`src/rtl/lbdr_flit_injector.sv`:
```
// Local-port packetizer: turns packet requests plus a payload stream into
// header/body/tail flits behind a one-flit FIFO-style read interface.
module lbdr_flit_injector #(
    parameter int         DATA_W   = 32,
    parameter logic [3:0] CUR_ADDR = 4'd0
) (
    input  logic              clk,
    input  logic              rst,
    input  logic              pkt_valid,
    output logic              pkt_ready,
    input  logic [3:0]        pkt_dst,
    input  logic [3:0]        pkt_len,
    input  logic              pay_valid,
    output logic              pay_ready,
    input  logic [DATA_W-1:0] pay_data,
    input  logic              rd_en,
    output logic              empty,
    output logic [2:0]        flit_id,
    output logic [3:0]        dst_addr,
    output logic [DATA_W-1:0] flit_data,
    output logic              pkt_err,
    output logic [7:0]        pkt_count
);

    typedef enum logic [1:0] {IDLE, BODY, TAIL} state_t;

    localparam logic [2:0] ID_HEAD = 3'b001;
    localparam logic [2:0] ID_BODY = 3'b010;
    localparam logic [2:0] ID_TAIL = 3'b100;

    state_t             state_reg;
    logic [3:0]         rem_reg;
    logic [3:0]         dst_reg;
    logic               empty_reg;
    logic [2:0]         flit_id_reg;
    logic [3:0]         dst_addr_reg;
    logic [DATA_W-1:0]  flit_data_reg;
    logic               pkt_err_reg;
    logic [7:0]         pkt_count_reg;

    logic               slot_free;
    logic               pop;
    logic               pkt_acc;
    logic               pay_acc;
    logic [3:0]         hdr_rem;
    logic [DATA_W-1:0]  hdr_data;

    // The holding register can take a new flit whenever it is empty or being popped.
    assign slot_free = empty_reg || rd_en;
    assign pop       = rd_en && !empty_reg;
    assign pkt_ready = (state_reg == IDLE) && slot_free;
    assign pay_ready = (state_reg != IDLE) && slot_free;
    assign pkt_acc   = pkt_valid && pkt_ready;
    assign pay_acc   = pay_valid && pay_ready;
    assign hdr_rem   = pkt_len - 4'd2;

    always_comb begin
        hdr_data      = '0;
        hdr_data[7:4] = CUR_ADDR;
        hdr_data[3:0] = pkt_dst;
    end

    always_ff @(posedge clk or posedge rst) begin
        if (rst) begin
            state_reg     <= IDLE;
            rem_reg       <= 4'd0;
            dst_reg       <= 4'd0;
            empty_reg     <= 1'b1;
            flit_id_reg   <= 3'b000;
            dst_addr_reg  <= 4'd0;
            flit_data_reg <= '0;
            pkt_err_reg   <= 1'b0;
            pkt_count_reg <= 8'd0;
        end else begin
            pkt_err_reg <= 1'b0;

            if (pop && flit_id_reg == ID_TAIL)
                pkt_count_reg <= pkt_count_reg + 8'd1;

            // A pop empties the slot unless a load below refills it this cycle.
            if (pop) begin
                empty_reg   <= 1'b1;
                flit_id_reg <= 3'b000;
            end

            case (state_reg)
                IDLE: begin
                    if (pkt_acc) begin
                        if (pkt_len >= 4'd2) begin
                            empty_reg     <= 1'b0;
                            flit_id_reg   <= ID_HEAD;
                            dst_addr_reg  <= pkt_dst;
                            flit_data_reg <= hdr_data;
                            dst_reg       <= pkt_dst;
                            rem_reg       <= hdr_rem;
                            state_reg     <= (hdr_rem != 4'd0) ? BODY : TAIL;
                        end else begin
                            pkt_err_reg <= 1'b1;
                        end
                    end
                end
                BODY: begin
                    if (pay_acc) begin
                        empty_reg     <= 1'b0;
                        flit_id_reg   <= ID_BODY;
                        dst_addr_reg  <= dst_reg;
                        flit_data_reg <= pay_data;
                        rem_reg       <= rem_reg - 4'd1;
                        if (rem_reg == 4'd1)
                            state_reg <= TAIL;
                    end
                end
                TAIL: begin
                    if (pay_acc) begin
                        empty_reg     <= 1'b0;
                        flit_id_reg   <= ID_TAIL;
                        dst_addr_reg  <= dst_reg;
                        flit_data_reg <= pay_data;
                        state_reg     <= IDLE;
                    end
                end
                default: state_reg <= IDLE;
            endcase
        end
    end

    assign empty     = empty_reg;
    assign flit_id   = flit_id_reg;
    assign dst_addr  = dst_addr_reg;
    assign flit_data = flit_data_reg;
    assign pkt_err   = pkt_err_reg;
    assign pkt_count = pkt_count_reg;

endmodule
```
`config.mk`:
```
export PLATFORM = sky130hd
export DESIGN_NAME = lbdr_flit_injector
export DESIGN_NICKNAME = d
export VERILOG_FILES = /design/src/rtl/lbdr_flit_injector.sv
export SDC_FILE = /design/constraint.sdc
export NUM_CORES = 1
export LEC_CHECK = 0
export CORE_ASPECT_RATIO = 0.8
export CORE_MARGIN = 3
export CORE_UTILIZATION = 29
export CTS_CLUSTER_DIAMETER = 30
export DETAILED_ROUTE_END_ITERATION = 10
export HOLD_SLACK_MARGIN = 0.05
export PLACE_DENSITY = 0.6
export SYNTH_ARGS = -nofsm -noshare
export SYNTH_HDL_FRONTEND = slang
export SYNTH_SLANG_ARGS = --single-unit
export TNS_END_PERCENT = 30
```
`constraint.sdc`:
```
create_clock -name clk -period 2.1 [get_ports clk]
set_input_delay 0.21 -clock clk [delete_from_list [all_inputs] [get_ports clk]]
set_output_delay 0.21 -clock clk [all_outputs]
set_load 0.005 [all_outputs]
```
; ---- Word level (Yosys, flattened, before mapping)
; Cells that the tools add are included.
[totals]
regBits = 59
latch_bits = 0
ramBits = 0
rom_bits = 0
in_bits = 45
out_inout_bits = 51
word_cells = 74
memories = 0
[op_classes]
add_sub_neg = 3
multipliers = 0
div = 0
magnitude_cmp = 1
eq_ne = 10
shifts = 0
n_mux = 33
bitwise = 0
n_reduce_logical = 18
[ops]
columns = operator, count
row1 = $mux 32, 3
row2 = $pmux 32 s2, 1
row3 = $mux 4, 6
row4 = $pmux 4 s2, 2
row5 = $mux 3, 5
row6 = $mux 2, 6
row7 = $pmux 3 s3, 1
row8 = $add 8x1->8 const B, 1
row9 = $ne 2x2->1 const B, 4
row10 = $reduce_and 4->1, 2
row11 = $mux 1, 7
row12 = $logic_and 1x1->1, 6
row13 = $pmux 2 s3, 1
row14 = $reduce_bool 2->1, 3
row15 = $reduce_and 5->1, 1
row16 = $eq 4x1->1 const B, 1
row17 = $ge 4x2->1 const B, 1
row18 = $ne 2x1->1 const B, 2
row19 = $reduce_bool 4->1, 1
row20 = $sub 4x1->4 const B, 1
row21 = $sub 4x2->4 const B, 1
row22 = $eq 3x3->1 const B, 1
row23 = $reduce_and 3->1, 1
row24 = $eq 2x1->1 const B, 1
row25 = other kinds (6), 6

; ---- Longest topological paths before layout
[depth]
ltp_word = 6
mapped_depth = 9
ltp_nobuf = 6

; ---- Least setup slack after synthesis
; OpenSTA, ideal clock, no wires.
[synth_path]
path_type = register to register
startpoint = register state_reg[0]
endpoint = register flit_data_reg[0] (netlist: flit_data[0])
setup_ns = 0.125
arrival_ns = 1.968
t_required_ns = 1.975
setup_slack_ns = 0.007
stages_incl_launch_ff = 9
path_buffers = 2
period_less_slack_ns = 2.093
cell_sequence = dfrtp_1 -> inv_1 -> ha_1 -> o211ai_2 -> or2_1 -> a211o_1 -> buf_4 -> buf_6 -> mux2_4
[synth_between]
elab_chain_cells = 5
word_cells_on_any_way = 15
cone_classes = 5 x eq/ne / 1 x mux / 9 x reduce/logical
[synth_lines]
columns = element, line_no
row1 = "start, declared", 31  ; state_t state_reg;
row2 = "start signal, assigned", 96  ; state_reg <= (hdr_rem != 4'd0) ? BODY : TAIL;
row3 = $reduce_bool 2->1 or $logic_not 2->1 (tied branches), "52, 51, 86"
row4 = "$logic_and 1x1->1, on equally long branches", "52, 51"
row5 = "$logic_and 1x1->1, on equally long branches", "54, 53"
row6 = $ne 2x1->1 (no line) or $ne 2x2->1 (tied branches), -
row7 = $reduce_and 4->1 (no line), -
row8 = "end signal, assigned", 93  ; flit_data_reg <= hdr_data;
row9 = "end signal, assigned", 107  ; flit_data_reg <= pay_data;
row10 = "end signal, assigned", 118  ; flit_data_reg <= pay_data;
row11 = "end, declared", 37  ; logic [DATA_W-1:0] flit_data_reg;
; Parallel ways exist; a longest one is shown, timed or not.
; A chain may end at the register's enable or synchronous reset.

; ---- Final worst setup path
[layout_path]
startpoint = register state_reg[0]
endpoint = register state_reg[0]
[layout_between]
elab_chain_cells = 5
word_cells_on_any_way = 15
cone_classes = 7 x eq/ne / 1 x mux / 7 x reduce/logical
[layout_lines]
columns = element, line_no
row1 = $reduce_bool 2->1 or $logic_not 2->1 (tied branches), "52, 51, 86"
row2 = "$logic_and 1x1->1, on equally long branches", "52, 51"
row3 = "$logic_and 1x1->1, on equally long branches", "54, 53"
row4 = $ne 2x2->1 (no line), -
row5 = $reduce_and 5->1 (no line), -
; Parallel ways exist; a longest one is shown, timed or not.

==> metrics.yaml <==
max-slew-margin-rel: 0.6216
drtPass1Iterations: 4
path_class: "reg -> reg"
grt_setup_unrepaired: "yes"
cts_max_level: 3
die_h_um: 91.89
clock_path_buffers: 2
top_layer: "met4"
ys_seq_area_frac: 0.5526
seqPwrFrac: 0.296
synth_area_per_cell_um2: 11.33
dr_wl_met3_um: 422
worstPathMaxFanout: 10
met1_length_um: 3304
period_minus_slack_ns: 2.055
placementRows: 30
synthDistinctLibCells: 40
async_flop_share: 1.000
drtIter0Drc: 175
worstPathRequired_ns: 2.33
postLayoutCellArea_mm2: 0.004169
core-area_mm2: 0.008708
tightest_slew_ns: 0.5655
synth_largest_area_cell: "dfrtp_1"
fin_crit_sh: 0.9786
syn-cell-area_mm2: 0.002674
finClkSkew_ns: 0.007614
top_level_ports: 96
switchingPower_mw: 2.028
cp-start-kind: "flop"
finalSetupViolations: 0
dpl.hpwl_um: 5129
instances_no_fill: 463
p_leak_nw: 1.871
regArea_mm2: 0.001478
layout-drive-gt1-share: 0.1311
synthFlopType: "dfrtp_1"
postRouteAntennaNets: 0
yosys_warnings: 0
globalplace.congestion: 0.8029
wl_um: 7043
synth_edf_count: 0
cp-endpoint: "state_reg[0]$_DFFE_PP0P_"
diodes: 0
intPower_mw: 4.071
drv_slew: 0
outcome: "completed"
placed_cell_area_mm2: 0.003854
p_comb_frac: 0.476
final_nets: 400
tns_ns: 0
synth_top_area_share: 0.5428
drt_drc_violations_left: 0
cts_buffers: 9
crit_arrival_ns: 2.29
cts_num_sinks: 59
syn_nets: 289
clk_latency_ns: 0.32
place_inst: 446
p_per_area_mw_per_mm2: 1463
largest_register_ffs: 32
viasPerCell: 4.780
r2r_end: "state_reg[0]$_DFFE_PP0P_"
synthTopCellsByArea: "dfrtp_1 (54%), a22o_1 (9.2%), nand2_1 (5.2%), ha_1 (3.7%), mux2_2 (2.9%)"
cts_tree: "yes"
netSwitchingFraction: 0.3325
design_power_total_mw: 6.099
die_width_um: 113.4
initial_utilization: 0.3070
pre_cts_ws_ns: 0.04597
grt_pass1_wl_um: 11540
area_growth_syn_to_layout_pct: 55.92
finalHoldViolCount: 0
multi_input_area_mm2: 0.001107
grt_usage: 0.1387
synthCells: 236
cts_root_buffer: "clkbuf_16"
r2r_slack_ns: 0.05
finalWorstSetupSlack_ns: 0.04502
crit_start: "state_reg[0]$_DFFE_PP0P_"
overflow: 0
place.port_buffers: 95
ys_ff_latch: 59
hold_path_class: "in -> async"
fillers: 825
rr_worst_depth: 7
antenna_found_initial: 0
dieArea_mm2: 0.01042
grt_pass1_vias: 2267
ir_worst_vdd_mv: 0.6155
wl_per_cell_um: 15.21
grt_start_max_net_pins: 37
cap_violations: 0
pwr-share-clk: 0.228
worstSetupEndpointType: "flop"
path_clk_slew_ns: 0.05
wl_met2_um: 3241
num_vias: 2213
fmax_ghz: 0.4866
reg2reg_from: "state_reg[0]$_DFFE_PP0P_"
how the worst min path moves through the flow:
stage | slack [ns] | end | start | depth (start not counted)
2_1_floorplan | 0.32 | dst_reg[0]$_DFFE_PP0P_ | pkt_dst[0] | 2
4_1_cts | 0.23 | rem_reg[0]$_DFFE_PP0P_ | rst | 2
3_3_place_gp | 0.46 | dst_reg[2]$_DFFE_PP0P_ | dst_reg[2]$_DFFE_PP0P_ | 2
3_5_place_dp | 0.46 | pkt_count[7]$_DFFE_PP0P_ | pkt_count[7]$_DFFE_PP0P_ | 1
5_1_grt | 0.24 | dst_reg[3]$_DFFE_PP0P_ | rst | 2
6_report | 0.21 | dst_reg[3]$_DFFE_PP0P_ | rst | 2
per-layer routing:
layer / global-route usage / vias up
met5: 0 / -
met4: 0.04705 / 0
met3: 0.04881 / 10
met2: 0.2091 / 73
met1: 0.1851 / 1071
li1: - / 1059
logic make-up (layout without fill, tap and decap cells):
logic type / Yosys count / after routing / synth area share
AOI/OAI and AO/OA: 52 / 52 / 0.1577
xor gates and xnor gates: 10 / 10 / 0.03275
adders and majority gates: 8 / 8 / 0.03744
buffers and inverters: 20 / 135 / 0.03416
DFF: 59 / 59 / 0.5526
muxes: 11 / 11 / 0.04820
and+or+nand+nor: 76 / 76 / 0.1371
through the flow:
stage               hold WS, ns    util
floorplan                0.3154       -
global placement         0.4588  0.4425
detailed placement       0.4644  0.4425
CTS                      0.2300  0.4769
global route             0.2388  0.4787
finish                   0.2106  0.4787
layout make-up:
class | count | share of cell area
clock inverters | 5 | 0.01321
flip-flops and latches | 59 | 0.3544
inverters | 8 | 0.007203
clock buffers | 10 | 0.05492
repair buffers | 112 | 0.2710
well taps | 112 | 0.03361
multi-input cells | 157 | 0.2656
placed cells by master, fill, tap and decap left out, drive strengths merged, types with 2 or more instances in the layout:
| cell | instances |
|---|---|
| nand2 | 37 |
| a22o | 28 |
| mux2i | 2 |
| mux2 | 9 |
| a2bb2oi | 2 |
| inv | 8 |
| nand3 | 5 |
| nor3 | 5 |
| clkinv | 2 |
| clkinvlp | 2 |
| buf | 17 |
| clkbuf | 10 |
| nor4b | 2 |
| clkdlybuf4s50 | 94 |
| a32oi | 3 |
| o21ai | 2 |
| xnor2 | 6 |
| nand2b | 7 |
| ha | 8 |
| nor2b | 4 |
| a21oi | 7 |
| and3 | 3 |
| a22oi | 2 |
| xor2 | 4 |
| dfrtp | 58 |
| nor2 | 7 |
| nand4 | 3 |
what timing repair did:
item	CTS	global route
setup buffers	2	0
hold buffers	0	0
gates resized for setup	0	5
setup endpoints to repair	2	2
pin swaps	0	1
hold endpoints to repair	0	0
worst max-delay path, stage by stage (launching register included):
cell and delay [ns]:
dfrtp_1 0.38, inv_1 0.11, ha_2 0.22, o211ai_2 0.11
or2_1 0.25, buf_4 0.19, a221oi_1 0.45, mux2i_1 0.26
cells in the mapped netlist, types with 4 or more instances:
master,n
nand3_1,5
mux2_2,7
a21oi_1,7
inv_1,8
nand2b_1,7
a22o_1,28
dfrtp_1,58
nor3_1,5
nor2_1,7
nor2b_1,4
xnor2_1,6
nand2_1,37
buf_2,4
clkbuf_1,6
ha_1,8
xor2_1,4
power by group through the flow:
| stage | Combinational [mW] | Sequential (mW) | Clock (mW) |
|---|---|---|---|
| 6_report | 2.90 | 1.81 | 1.39 |
| 5_1_grt | 3.19 | 1.86 | 1.49 |
| 4_1_cts | 2.90 | 1.80 | 1.43 |
| 3_5_place_dp | 2.85 | 1.83 | 0 |
| 3_3_place_gp | 2.81 | 1.82 | 0 |
| 2_1_floorplan | 1.67 | 1.80 | 0 |
No activity file was read; power rests on OpenSTA's default activity.
